## src/rtl/donut_phase_sched.sv

```systemverilog
// Phase scheduler for the donut renderer's shared squarer bank: phase select, pixel-advance
// enable, per-pixel hit accumulation and the per-frame animation counter (DONUT_SCHED_ANIM_EN).
module donut_phase_sched #(
  parameter int NPH     = 2,
  parameter int PH_W    = 2,
  parameter int HIT_W   = 8,
  parameter int FC_W    = 8,
  parameter int FC_STEP = 8
) (
  input  logic             clk,
  input  logic             rst_n,
  input  logic             run,
  input  logic [HIT_W-1:0] hit_in,
  input  logic             frame_top,
  input  logic             vsync_in,
  output logic [PH_W-1:0]  phase,
  output logic             pix_en,
  output logic [HIT_W-1:0] hit_out,
  output logic             hit_valid,
  output logic [FC_W-1:0]  fc
);

  localparam logic [PH_W-1:0] PH_LAST = PH_W'(NPH - 1);

  logic [PH_W-1:0]  ph;
  logic [HIT_W-1:0] acc;
  logic             ph_first;
  logic             ph_last;

  assign ph_first = (ph == '0);
  assign ph_last  = (ph == PH_LAST);

  // The hvsync generator advances on the last phase, so coordinates hold for the whole pixel.
  assign pix_en = run && ph_last;
  assign phase  = ph;

  // NOTE: reset is sampled on the clock edge only; rst_n is not in the sensitivity list.
  always_ff @(posedge clk) begin
    if (!rst_n) begin
      ph        <= '0;
      acc       <= '0;
      hit_out   <= '0;
      hit_valid <= 1'b0;
    end else if (run) begin
      // NOTE: non-blocking updates let every branch read the pre-edge ph and acc.
      ph        <= ph_last ? '0 : ph + 1'b1;
      hit_valid <= ph_last;
      acc       <= ph_first ? hit_in : (acc | hit_in);
      if (ph_last) hit_out <= acc | hit_in;
    end else begin
      // Dropping run abandons the pixel in flight; hit_out keeps the last finished result.
      ph        <= '0;
      acc       <= '0;
      hit_valid <= 1'b0;
    end
  end

`ifdef DONUT_SCHED_ANIM_EN
  logic fired;

  // One increment per frame: fired blocks re-counting until vsync re-arms it.
  always_ff @(posedge clk) begin
    if (!rst_n) begin
      fc    <= '0;
      fired <= 1'b0;
    end else if (frame_top && !fired) begin
      fc    <= fc + FC_W'(FC_STEP);
      fired <= 1'b1;
    end else if (vsync_in) begin
      fired <= 1'b0;
    end
  end
`else
  logic unused_frame_inputs;

  assign fc                  = '0;
  assign unused_frame_inputs = frame_top ^ vsync_in;
`endif

endmodule
```

## config.mk

```make
export PLATFORM = sky130hd
export DESIGN_NAME = donut_phase_sched
export DESIGN_NICKNAME = d
export VERILOG_FILES = /design/src/rtl/donut_phase_sched.sv
export SDC_FILE = /design/constraint.sdc
export NUM_CORES = 1
export LEC_CHECK = 0
export CORE_MARGIN = 2
export CORE_UTILIZATION = 35
export DETAILED_ROUTE_END_ITERATION = 8
export DONT_BUFFER_PORTS = 1
export PLACE_DENSITY = 0.61
export SYNTH_ARGS = -nofsm -noshare
export SYNTH_HDL_FRONTEND = slang
export SYNTH_SLANG_ARGS = --single-unit
```

## constraint.sdc

```tcl
create_clock -name clk -period 1.8 [get_ports clk]
set_input_delay 0.36 -clock clk [delete_from_list [all_inputs] [get_ports clk]]
set_output_delay 0.36 -clock clk [all_outputs]
set_load 0.01 [all_outputs]
```

[Yosys cells after proc, flatten, opt, wreduce, memory -nomap -nowiden]
Index checks and enable logic that the tools add are counted.
Cells by class
  $add $sub $neg: 1
  $mul: 0
  divide/modulo/power cells: 0
  magnitude comparators: 0
  eq/ne operators: 1
  shift-type cells: 0
  multiplexer cells: 1
  bitwise logic cells: 3
  reduce and logical (&&, ||, !) cells: 5
Operators by type and width (count)
  $mux 8: 1
  $or 8x8->8: 1
  $reduce_and 2->1: 2
  $reduce_or 3->1: 1
  $add 2x1->2 const B: 1
  $eq 2x1->1 const B: 1
  $logic_not 2->1: 1
  $not 1->1: 2
  $logic_and 1x1->1: 1
Word-level totals
  register bits: 19
  bits in latches: 0
  RAM bits: 0
  memory bits (read-only): 0
  input port bits: 13
  output and inout port bits: 20
  word-level logic and storage cells: 15
  memories kept: 0

[Longest topological paths before layout]
Gate-level depths: netlist (run 1).
  depth after elaboration: 2
  depth in mapped cells: 5
  mapped depth without buffers: 4

[Least setup slack after synthesis (run 1)]
No wires, ideal clock.
  path type: flip-flop to output port
  from: register ph[1], in the netlist phase[1]
  to: output pix_en
  data arrival time: 0.856 ns
  required time: 1.440 ns
  slack: 0.584 ns
  cell stages (with the launch flop): 5
  buffers on the path: 0
  cell sequence: dfxtp_1 > inv_1 > ha_1 > nand2_2 > inv_1
Between the ends
  cells in the longest elaborated chain, start to end: 2
RTL lines
  from (decl): line 25  | logic [PH_W-1:0] ph;
  from (signal assigned): line 46  | ph <= ph_last ? '0 : ph + 1'b1;
  $eq 2x1->1: line 31  | assign ph_last = (ph == PH_LAST);
  net ph_last: line 28  | logic ph_last;
  $logic_and 1x1->1: line 34  | assign pix_en = run && ph_last;
  to (decl): line 17  | output logic pix_en,
The timed path passes the listed nets, and every way through them passes these cells.

[Worst setup path in the final report (run 1)]
Ends and elaborated chain as after synthesis.

==> results.md, run 1 <==
* Setup WS post-layout at 171 ps
* Distinct cells, synth at 17
* Hold Crit Class: in -> reg
* Hold endpoint: hit_out[0]
* Reg2reg start: phase[1]
* Largest net degree at the start of global routing at 12
* Clock Latency Late Sink at 290 ps
* Global route total overflow at 0
* Critical Path Source: phase[1]
* Switching pwr at 0.183 mW
* Dpl ws at 478 ps
* Number of diodes at 0
* First-pass GRT wire length at 2.39 mm
* Hold Path Stages at 1
* Post-synth ARST share at 0
* Hold path startpoint: rst_n
* Root Driver: clkbuf_4
* Die X at 52.0 um
* Tcrit/Tclk final at 0.905
* # nets final at 98
* Reg power frac at 0.621
* Via density at 4.92
* Crit path largest cell delay at 400 ps
* R2r worst-path depth at 5
* Pwr dens at 899 mW/mm^2
* Combinational power share at 0.090
* Critical path required time at 1440 ps
* LEAKAGE at 0.413 nW
* CP startpoint kind: flip-flop
* Post-Syn Instances at 81
* Vias in the first global route at 527
* Vias at 541
* CP cell instances: inv_1, ha_1, nand2_2, inv_1
* RSZ-0062 raised after global routing: no
* F_max at 614 MHz
* DR DRC count at 0
* Internal power at 0.554 mW
* Core area at 0.00219 mm^2
* Sw Ratio at 0.248
* Share of cells above drive strength 1 at 0.110
* CP max-delay cell: dfxtp_1
* Cts repair resizes at 0
* Initial antenna violation count at 0
* Num CTS Buffers at 3
* Fill count at 242
* I/O pins at 33
* Maximum vdd ir drop at 0.591 mV
* R2R setup slack at 530 ps
* Clock power frac at 0.289
* Worst path arrival time at 1270 ps
* Slew Limit Fails at 0
* CP endpoint kind: output pin
* Crit Path Max Fanout at 9
* Final wirelength at 1.46 mm
* Synth Cell Area at 807 um^2
* Iter 0 DRT Violations at 5
* Synth warn at 0
* Sequential area share after synthesis at 0.471
* Main synth FF type: dfxtp_1
* Final ANT Viol Nets at 0
* Setup Skew at 1.76 ps
* Die Ht at 52.0 um
* Synth Register Bits at 19
* DIE AREA at 0.00271 mm^2
* CTS tree: done
* Final setup TNS at 0 ps
* Worst r2r dst: hit_out[4]
* Port bufs at 0
* Cts hold-fix bufs at 0
* Placed cells at 106
* CTS H-tree depth at 1
* HPWL after DPL at 998 um
* Crit path kind: reg -> out
* Non-Filler Instances at 110
* Final hold violation count at 0
* Routed len/inst at 13.3 um
* Initial Util at 0.368
* Min Tclk post-route at 1630 ps
* Row cnt at 17
* GPL Wtd Cong at 0.639
* Status: finished clean
* Area growth syn-to-layout at 1.55%
* GRT Util Overall at 0.127
* Post-synth EDFFs at 0
* MaxCap Viol Count at 0
* Clk sinks at 19
* Syn Area/Cell at 9.96 um^2
* First-pass DRT Iterations at 4
* Clk buf depth at 2
* Post-CTS Setup Bufs at 0
* Most numerous cell on the critical path: inv_1
* Min Hold Slack at 177 ps
* Setup-failing EPs final at 0
* Clock slew seen by the registers of the worst setup and hold paths at 110 ps
## placed cells by master, fill, tap and decap left out, drive strengths merged
| master | n |
|---|---|
| clkinv | 1 |
| buf | 1 |
| nand2 | 2 |
| conb | 8 |
| o311a | 8 |
| nor3b | 1 |
| dfxtp | 19 |
| a21oi | 8 |
| nor3 | 1 |
| a21o | 8 |
| nand2b | 8 |
| clkbuf | 3 |
| inv | 11 |
| and3 | 1 |
| ha | 2 |
## synth_stat cells, types with 2 or more instances
| cell type | n | area share |
|---|---|---|
| a21o_1 | 7 | 0.065 |
| ha_1 | 2 | 0.031 |
| a21oi_1 | 8 | 0.050 |
| buf_4 | 9 | 0.084 |
| inv_1 | 11 | 0.051 |
| nand2b_1 | 8 | 0.062 |
| dfxtp_1 | 19 | 0.47 |
| o311a_1 | 8 | 0.099 |
## worst max-delay path: cells and delay by family, from the launching register on
family / cells / cell delay [ps]
buffers and inverters: 2 / 190
flip-flops: 1 / 400
AND/OR/NAND/NOR: 1 / 170
adder cells (fa/ha/maj): 1 / 210
## routing by layer
| layer | part of all wire | global-route usage | wire length (um) |
|---|---|---|---|
| met1 | 0.40 | 0.142 | 589 |
| met2 | 0.47 | 0.188 | 684 |
| met3 | 0.12 | 0.0862 | 175 |
| met4 | 0.0062 | 0.0482 | 9 |
| met5 | 0 | 0 | 0 |
## cells by family after synthesis
logic type	after synthesis	share of synthesized area
simple gates	13	0.113
fa+ha+maj	2	0.0310
flops	19	0.471
other cells	1	0.00465
buf+inv	22	0.155
compound gates	24	0.225
## state kept, by name, indices dropped and copies added (netlist names)
name       flops
acc            8
hit_out        8
phase          2
hit_valid      1
## metrics by stage
step                      power (mW)   util  instance area, um^2
final                          0.737  0.374                  820
after global routing           0.776  0.374                  820
after CTS                      0.751  0.374                  820
after detailed placement       0.535  0.362                  792
after global placement         0.532  0.362                  792
after floorplan                0.542      -                  833
## layout make-up
class | count | area (um^2) | area share
multi-input combinational | 47 | 328 | 0.400
sequential | 19 | 380 | 0.464
inverter | 11 | 41.3 | 0.0504
clock buffer | 3 | 22.5 | 0.0275
clock inverter | 1 | 5.00 | 0.00611
timing repair buffer | 1 | 7.51 | 0.00916
tap | 28 | 35.0 | 0.0427
## power groups by stage
stage	sequential, mW	combinational (mW)	clock (mW)
2_1_floorplan	0.464	0.0784	0
3_3_place_gp	0.466	0.0658	0
3_5_place_dp	0.467	0.0672	0
4_1_cts	0.458	0.0673	0.226
5_1_grt	0.460	0.0764	0.240
6_report	0.457	0.0664	0.213
## how the worst max path moves through the flow
stage | end | cells after the start | slack (ps)
global placement | pix_en | 4 | 500
floorplan | pix_en | 4 | 580
CTS | pix_en | 4 | 130
global route | pix_en | 4 | 20
detailed placement | pix_en | 4 | 480
finish | pix_en | 4 | 170
No activity file was read; power rests on OpenSTA's default activity.
==> run 2, diff against run 1 <==
--- a/config.mk
+++ b/config.mk
@@ -5,6 +5,8 @@
 export SDC_FILE = /design/constraint.sdc
 export NUM_CORES = 1
 export LEC_CHECK = 0
+export CAP_MARGIN = 40
+export CORE_ASPECT_RATIO = 0.9
 export CORE_MARGIN = 2
 export CORE_UTILIZATION = 35
 export DETAILED_ROUTE_END_ITERATION = 8
==> results.md, run 2 (synthesis results as in run 1) <==
* Status: finished clean
* Die Ht at 49.6 um (-4.7%)
* Vias in the first global route at 478 (-9.3%)
* Clk buf depth at 2 (unchanged)
* R2r worst-path depth at 5 (unchanged)
* First-pass DRT Iterations at 1 (-3)
* Most frequent cells in the layout: dfxtp_1, inv_1
* Initial antenna violation count at 0 (unchanged)
* First-pass GRT wire length at 2.28 mm (-4.6%)
* Final ANT Viol Nets at 0 (unchanged)
* I/O pins at 33 (unchanged)
* GPL Wtd Cong at 0.673 (+5.4%)
* MaxCap Viol Count at 0 (unchanged)
* Vias at 515 (-4.8%)
* Crit path kind: reg -> out
* Setup Skew at 4.98 ps (+3.23 ps)
* Root Driver: clkbuf_4
* Top delay family on crit path: flip-flops
* Cell depth of the worst setup path at 4 (unchanged)
* Via density at 4.72 (-3.9%)
* CP cell instances: inv_1, ha_1, nand2_2, inv_1
* Slew Limit Fails at 0 (unchanged)
* Post-CTS Setup Bufs at 0 (unchanged)
* Num CTS Buffers at 3 (unchanged)
* Clock Latency Late Sink at 300 ps (about the same)
* Clk sinks at 19 (unchanged)
* Combinational power share at 0.089 (about the same)
* Sw Ratio at 0.258 (+0.00979)
* Hold Path Stages at 1 (unchanged)
* Area growth syn-to-layout at 1.71%
* Iter 0 DRT Violations at 0 (-5)
* Most numerous cell on the critical path: inv_1
* CP endpoint kind: output pin
* F_max at 612 MHz (-0.31%)
* Buf+Inv Stages, Crit Path at 2 (unchanged)
* DIE AREA at 0.00271 mm^2 (about the same)
* Port bufs at 0 (unchanged)
* Final hold violation count at 0 (unchanged)
* Global route total overflow at 0 (unchanged)
* RSZ-0062 raised after global routing: no
* Min Tclk post-route at 1630 ps (+5.06 ps)
* Total Power at 0.749 mW (+1.7%)
* Maximum vdd ir drop at 0.613 mV (+3.8%)
* DR DRC count at 0 (unchanged)
* Routed len/inst at 13.1 um (-0.81%)
* Number of diodes at 0 (unchanged)
* Reg power frac at 0.610 (-0.011)
* Hold Crit Class: in -> reg
* Critical path required time at 1440 ps (about the same)
* Tcrit/Tclk final at 0.908 (+0.00281)
* Crit Path Max Fanout at 9 (unchanged)
* Share of cells above drive strength 1 at 0.110 (unchanged)
* Commonest non-fill, non-tap cell in the layout: dfxtp_1
* CTS tree: done
* R2R setup slack at 540 ps (about the same)
* Final wirelength at 1.43 mm (-1.7%)
* Row cnt at 16 (-1)
* Crit path largest cell delay at 400 ps (about the same)
* Finished Core Util at 0.376 (+0.00207)
* Cts hold-fix bufs at 0 (unchanged)
* Pwr dens at 913 mW/mm^2 (+1.5%)
* Internal power at 0.556 mW (+0.38%)
* # nets final at 98 (unchanged)
* Switching pwr at 0.194 mW (+5.7%)
* LEAKAGE at 0.410 nW (-0.91%)
* Die X at 54.6 um (+5.0%)
* Worst path arrival time at 1270 ps (about the same)
* CTS H-tree depth at 1 (unchanged)
* GRT Util Overall at 0.121 (-0.00608)
* CP startpoint kind: flip-flop
* HPWL after DPL at 990 um (-0.76%)
* CP max-delay cell: dfxtp_1
* Largest net degree at the start of global routing at 13 (+1)
* Cts repair resizes at 0 (unchanged)
* Final setup TNS at 0 ps (unchanged)
* Core area at 0.00218 mm^2 (-0.40%)
* Setup-failing EPs final at 0 (unchanged)
* Initial Util at 0.370 (+0.00148)
* Clock slew seen by the registers of the worst setup and hold paths at 120 ps (about the same)
* Clock power frac at 0.301 (+0.012)
run 2: cell types whose count changed in the layout (fill, tap and decap cells not counted), sizes merged:
| cell | change |
|---|---|
| clkinv | -1 |
| clkinvlp | +1 |
run 2: worst reg2reg max path: stages (launching register included):
cell	delay, ps
dfxtp_1	400
inv_1	80
ha_1	200
buf_4	180
a21o_2	190
o311a_1	110
run 2: area by class of cell:
cell class	count	area, um^2
timing repair buffer	1	7.51
fill	223	1360
clock inverter	1	7.51
multi-input combinational	47	328
clock buffer	3	22.5
tap	27	33.8
sequential	19	380
inverter	11	41.3
run 2: power groups by stage:
stage	registers (mW)	clock network (mW)	logic (mW)
finish	0.457	0.226	0.0668
global route	0.460	0.255	0.0767
CTS	0.457	0.233	0.0677
detailed placement	0.467	0	0.0676
global placement	0.466	0	0.0653
floorplan	0.464	0	0.0784
run 2: path summary, 6_finish.rpt:
check | startpoint | to
max | phase[1] | pix_en
min | rst_n | hit_out[5]
max reg2reg | phase[1] | hit_out[4]
min reg2reg | acc[1] | acc[1]
run 2: metal layers:
layer	GRT usage	share of wire
met1	0.150	0.40
met2	0.181	0.49
met3	0.0758	0.11
met4	0.0125	0
met5	0	0
run 2: through the flow:
| step | instances | hold slack, ps | setup WS, ps | cell area [um^2] |
|---|---|---|---|---|
| 2_1_floorplan | 88 | 450 | 584 | 833 |
| 3_3_place_gp | 105 | 457 | 501 | 791 |
| 3_5_place_dp | 105 | 463 | 489 | 791 |
| 4_1_cts | 109 | 154 | 144 | 821 |
| 5_1_grt | 109 | 134 | 58.7 | 821 |
| 6_report | 109 | 165 | 166 | 821 |
==> run 3, diff against run 2 <==
--- a/config.mk
+++ b/config.mk
@@ -10,8 +10,7 @@
 export CORE_MARGIN = 2
 export CORE_UTILIZATION = 35
 export DETAILED_ROUTE_END_ITERATION = 8
-export DONT_BUFFER_PORTS = 1
-export PLACE_DENSITY = 0.61
+export PLACE_DENSITY = 0.67
 export SYNTH_ARGS = -nofsm -noshare
 export SYNTH_HDL_FRONTEND = slang
 export SYNTH_SLANG_ARGS = --single-unit
==> results.md, run 3 (synthesis results as in run 1) <==
* R2r worst-path depth at 5 (unchanged)
* Status: finished clean
* CP endpoint kind: output pin
* Hold Crit Class: reg -> reg
* Dpl ws at -74.3 ps (-564 ps)
* HPWL after DPL at 1.10 mm (+12%)
* Via density at 4.55 (-3.7%)
* Area growth syn-to-layout at 31.5%
* Clock Latency Late Sink at 310 ps (about the same)
* Initial Util at 0.370 (unchanged)
* Worst path arrival time at 1270 ps (about the same)
* Die X at 54.6 um (unchanged)
* Post-CTS Setup Bufs at 0 (unchanged)
* DIE AREA at 0.00271 mm^2 (unchanged)
* GRT Util Overall at 0.128 (+0.00760)
* Critical Path Source: phase[1]
* Commonest non-fill, non-tap cell in the layout: clkdlybuf4s50_1
* Clk sinks at 19 (unchanged)
* CP startpoint kind: flip-flop
* Final wirelength at 1.54 mm (+7.3%)
* Clock slew seen by the registers of the worst setup and hold paths at 100 ps (-20 ps)
* Min Tclk post-route at 1630 ps (-2.56 ps)
* Placed Area at 0.00103 mm^2 (+31%)
* Critical path required time at 1440 ps (about the same)
* Worst r2r dst: hit_out[4]
* Iter 0 DRT Violations at 7 (+7)
* Maximum vdd ir drop at 0.458 mV (-25%)
* Cts hold-fix bufs at 0 (unchanged)
* Total Power at 0.803 mW (+7.2%)
* R2R setup slack at 620 ps (+80 ps)
* Routed len/inst at 11.5 um (-13%)
* Root Driver: clkbuf_4
* Vias in the first global route at 540 (+13%)
* Tcrit/Tclk final at 0.906 (-0.00142)
* Combinational power share at 0.165 (+0.076)
* # nets final at 123 (+26%)
* Die Ht at 49.6 um (unchanged)
* Final ANT Viol Nets at 0 (unchanged)
* Setup-failing EPs final at 0 (unchanged)
* First-pass DRT Iterations at 3 (+2)
* Final instance area at 0.00106 mm^2 (+29%)
* Setup WS post-layout at 168 ps (+2.56 ps)
* Crit Path Max Fanout at 2 (-7)
* Most frequent cells in the layout: clkdlybuf4s50_1, dfxtp_1, inv_1
* Sw Ratio at 0.258 (about the same)
* Final setup TNS at 0 ps (unchanged)
* Cts repair resizes at 2 (+2)
* RSZ-0062 raised after global routing: no
* CTS tree: done
* Initial antenna violation count at 0 (unchanged)
* Min Hold Slack at 447 ps (+282 ps)
* Switching pwr at 0.207 mW (+7.2%)
* MaxCap Viol Count at 0 (unchanged)
* Crit path kind: reg -> out
* Row cnt at 16 (unchanged)
* F_max at 613 MHz (+0.16%)
* Internal power at 0.596 mW (+7.3%)
* Clk buf depth at 2 (unchanged)
* Num CTS Buffers at 3 (unchanged)
* CTS H-tree depth at 1 (unchanged)
* Number of diodes at 0 (unchanged)
* Port bufs at 22 (+22)
* Setup Skew at 12.4 ps (+7.44 ps)
* DR DRC count at 0 (unchanged)
* LEAKAGE at 0.513 nW (+25%)
* Largest net degree at the start of global routing at 12 (-1)
* First-pass GRT wire length at 2.49 mm (+9.4%)
* Slew Limit Fails at 0 (unchanged)
* Core area at 0.00218 mm^2 (unchanged)
* Vias at 610 (+18%)
* Pwr dens at 757 mW/mm^2 (-17%)
* GPL Wtd Cong at 0.644 (-4.4%)
* Worst setup path endpoint: pix_en
* I/O pins at 33 (unchanged)
* Reg2reg start: phase[1]
* Share of cells above drive strength 1 at 0.121 (+0.0117)
* Global route total overflow at 0 (unchanged)
* Clock power frac at 0.275 (-0.026)
* Reg power frac at 0.561 (-0.049)
* Final hold violation count at 0 (unchanged)
run 3: cell types whose count changed in the layout (fill, tap and decap cells not counted), sizes merged:
cell,previous run,this run
dlygate4sd2,0,1
clkdlybuf4s50,0,21
buf,1,4
clkinv,0,1
clkinvlp,1,0
run 3: final cells by class:
class,count,area [um^2]
inverters,11,41.3
flip-flops and latches,19,382
clock buffers,3,22.5
clock inverters,1,5.00
repair buffers,26,249
multi-input cells,47,328
fillers,212,1120
well taps,27,33.8
run 3: worst min path at each step:
stage	start	endpoint	cells after the start
floorplan	acc[5]	acc[5]	2
global placement	acc[0]	acc[0]	2
detailed placement	acc[4]	acc[4]	2
CTS	phase[0]	phase[0]	1
global route	phase[0]	phase[0]	1
finish	phase[0]	phase[0]	1
run 3: metal layers:
metal	vias up	track usage	routed length (um)
li1	311	-	-
met1	273	0.185	727
met2	23	0.173	671
met3	3	0.0333	106
met4	0	0.0625	32
met5	-	0	0
run 3: critical path, cell delays in order, from the launching register on:
cell and delay [ps]:
dfxtp_1 340, inv_1 50, ha_1 200, nand2_2 70, inv_1 40, dlygate4sd2_1 270
run 3: power by group through the flow:
| stage | combinational (mW) | sequential [mW] | clock [mW] |
|---|---|---|---|
| after global placement | 0.133 | 0.459 | 0 |
| final | 0.132 | 0.451 | 0.221 |
| after floorplan | 0.0784 | 0.464 | 0 |
| after detailed placement | 0.134 | 0.460 | 0 |
| after global routing | 0.147 | 0.453 | 0.245 |
| after CTS | 0.134 | 0.451 | 0.230 |
run 3: through the flow:
step	cells	util
floorplan	88	-
global placement	130	0.474
detailed placement	130	0.474
CTS	134	0.486
global route	134	0.486
finish	134	0.486
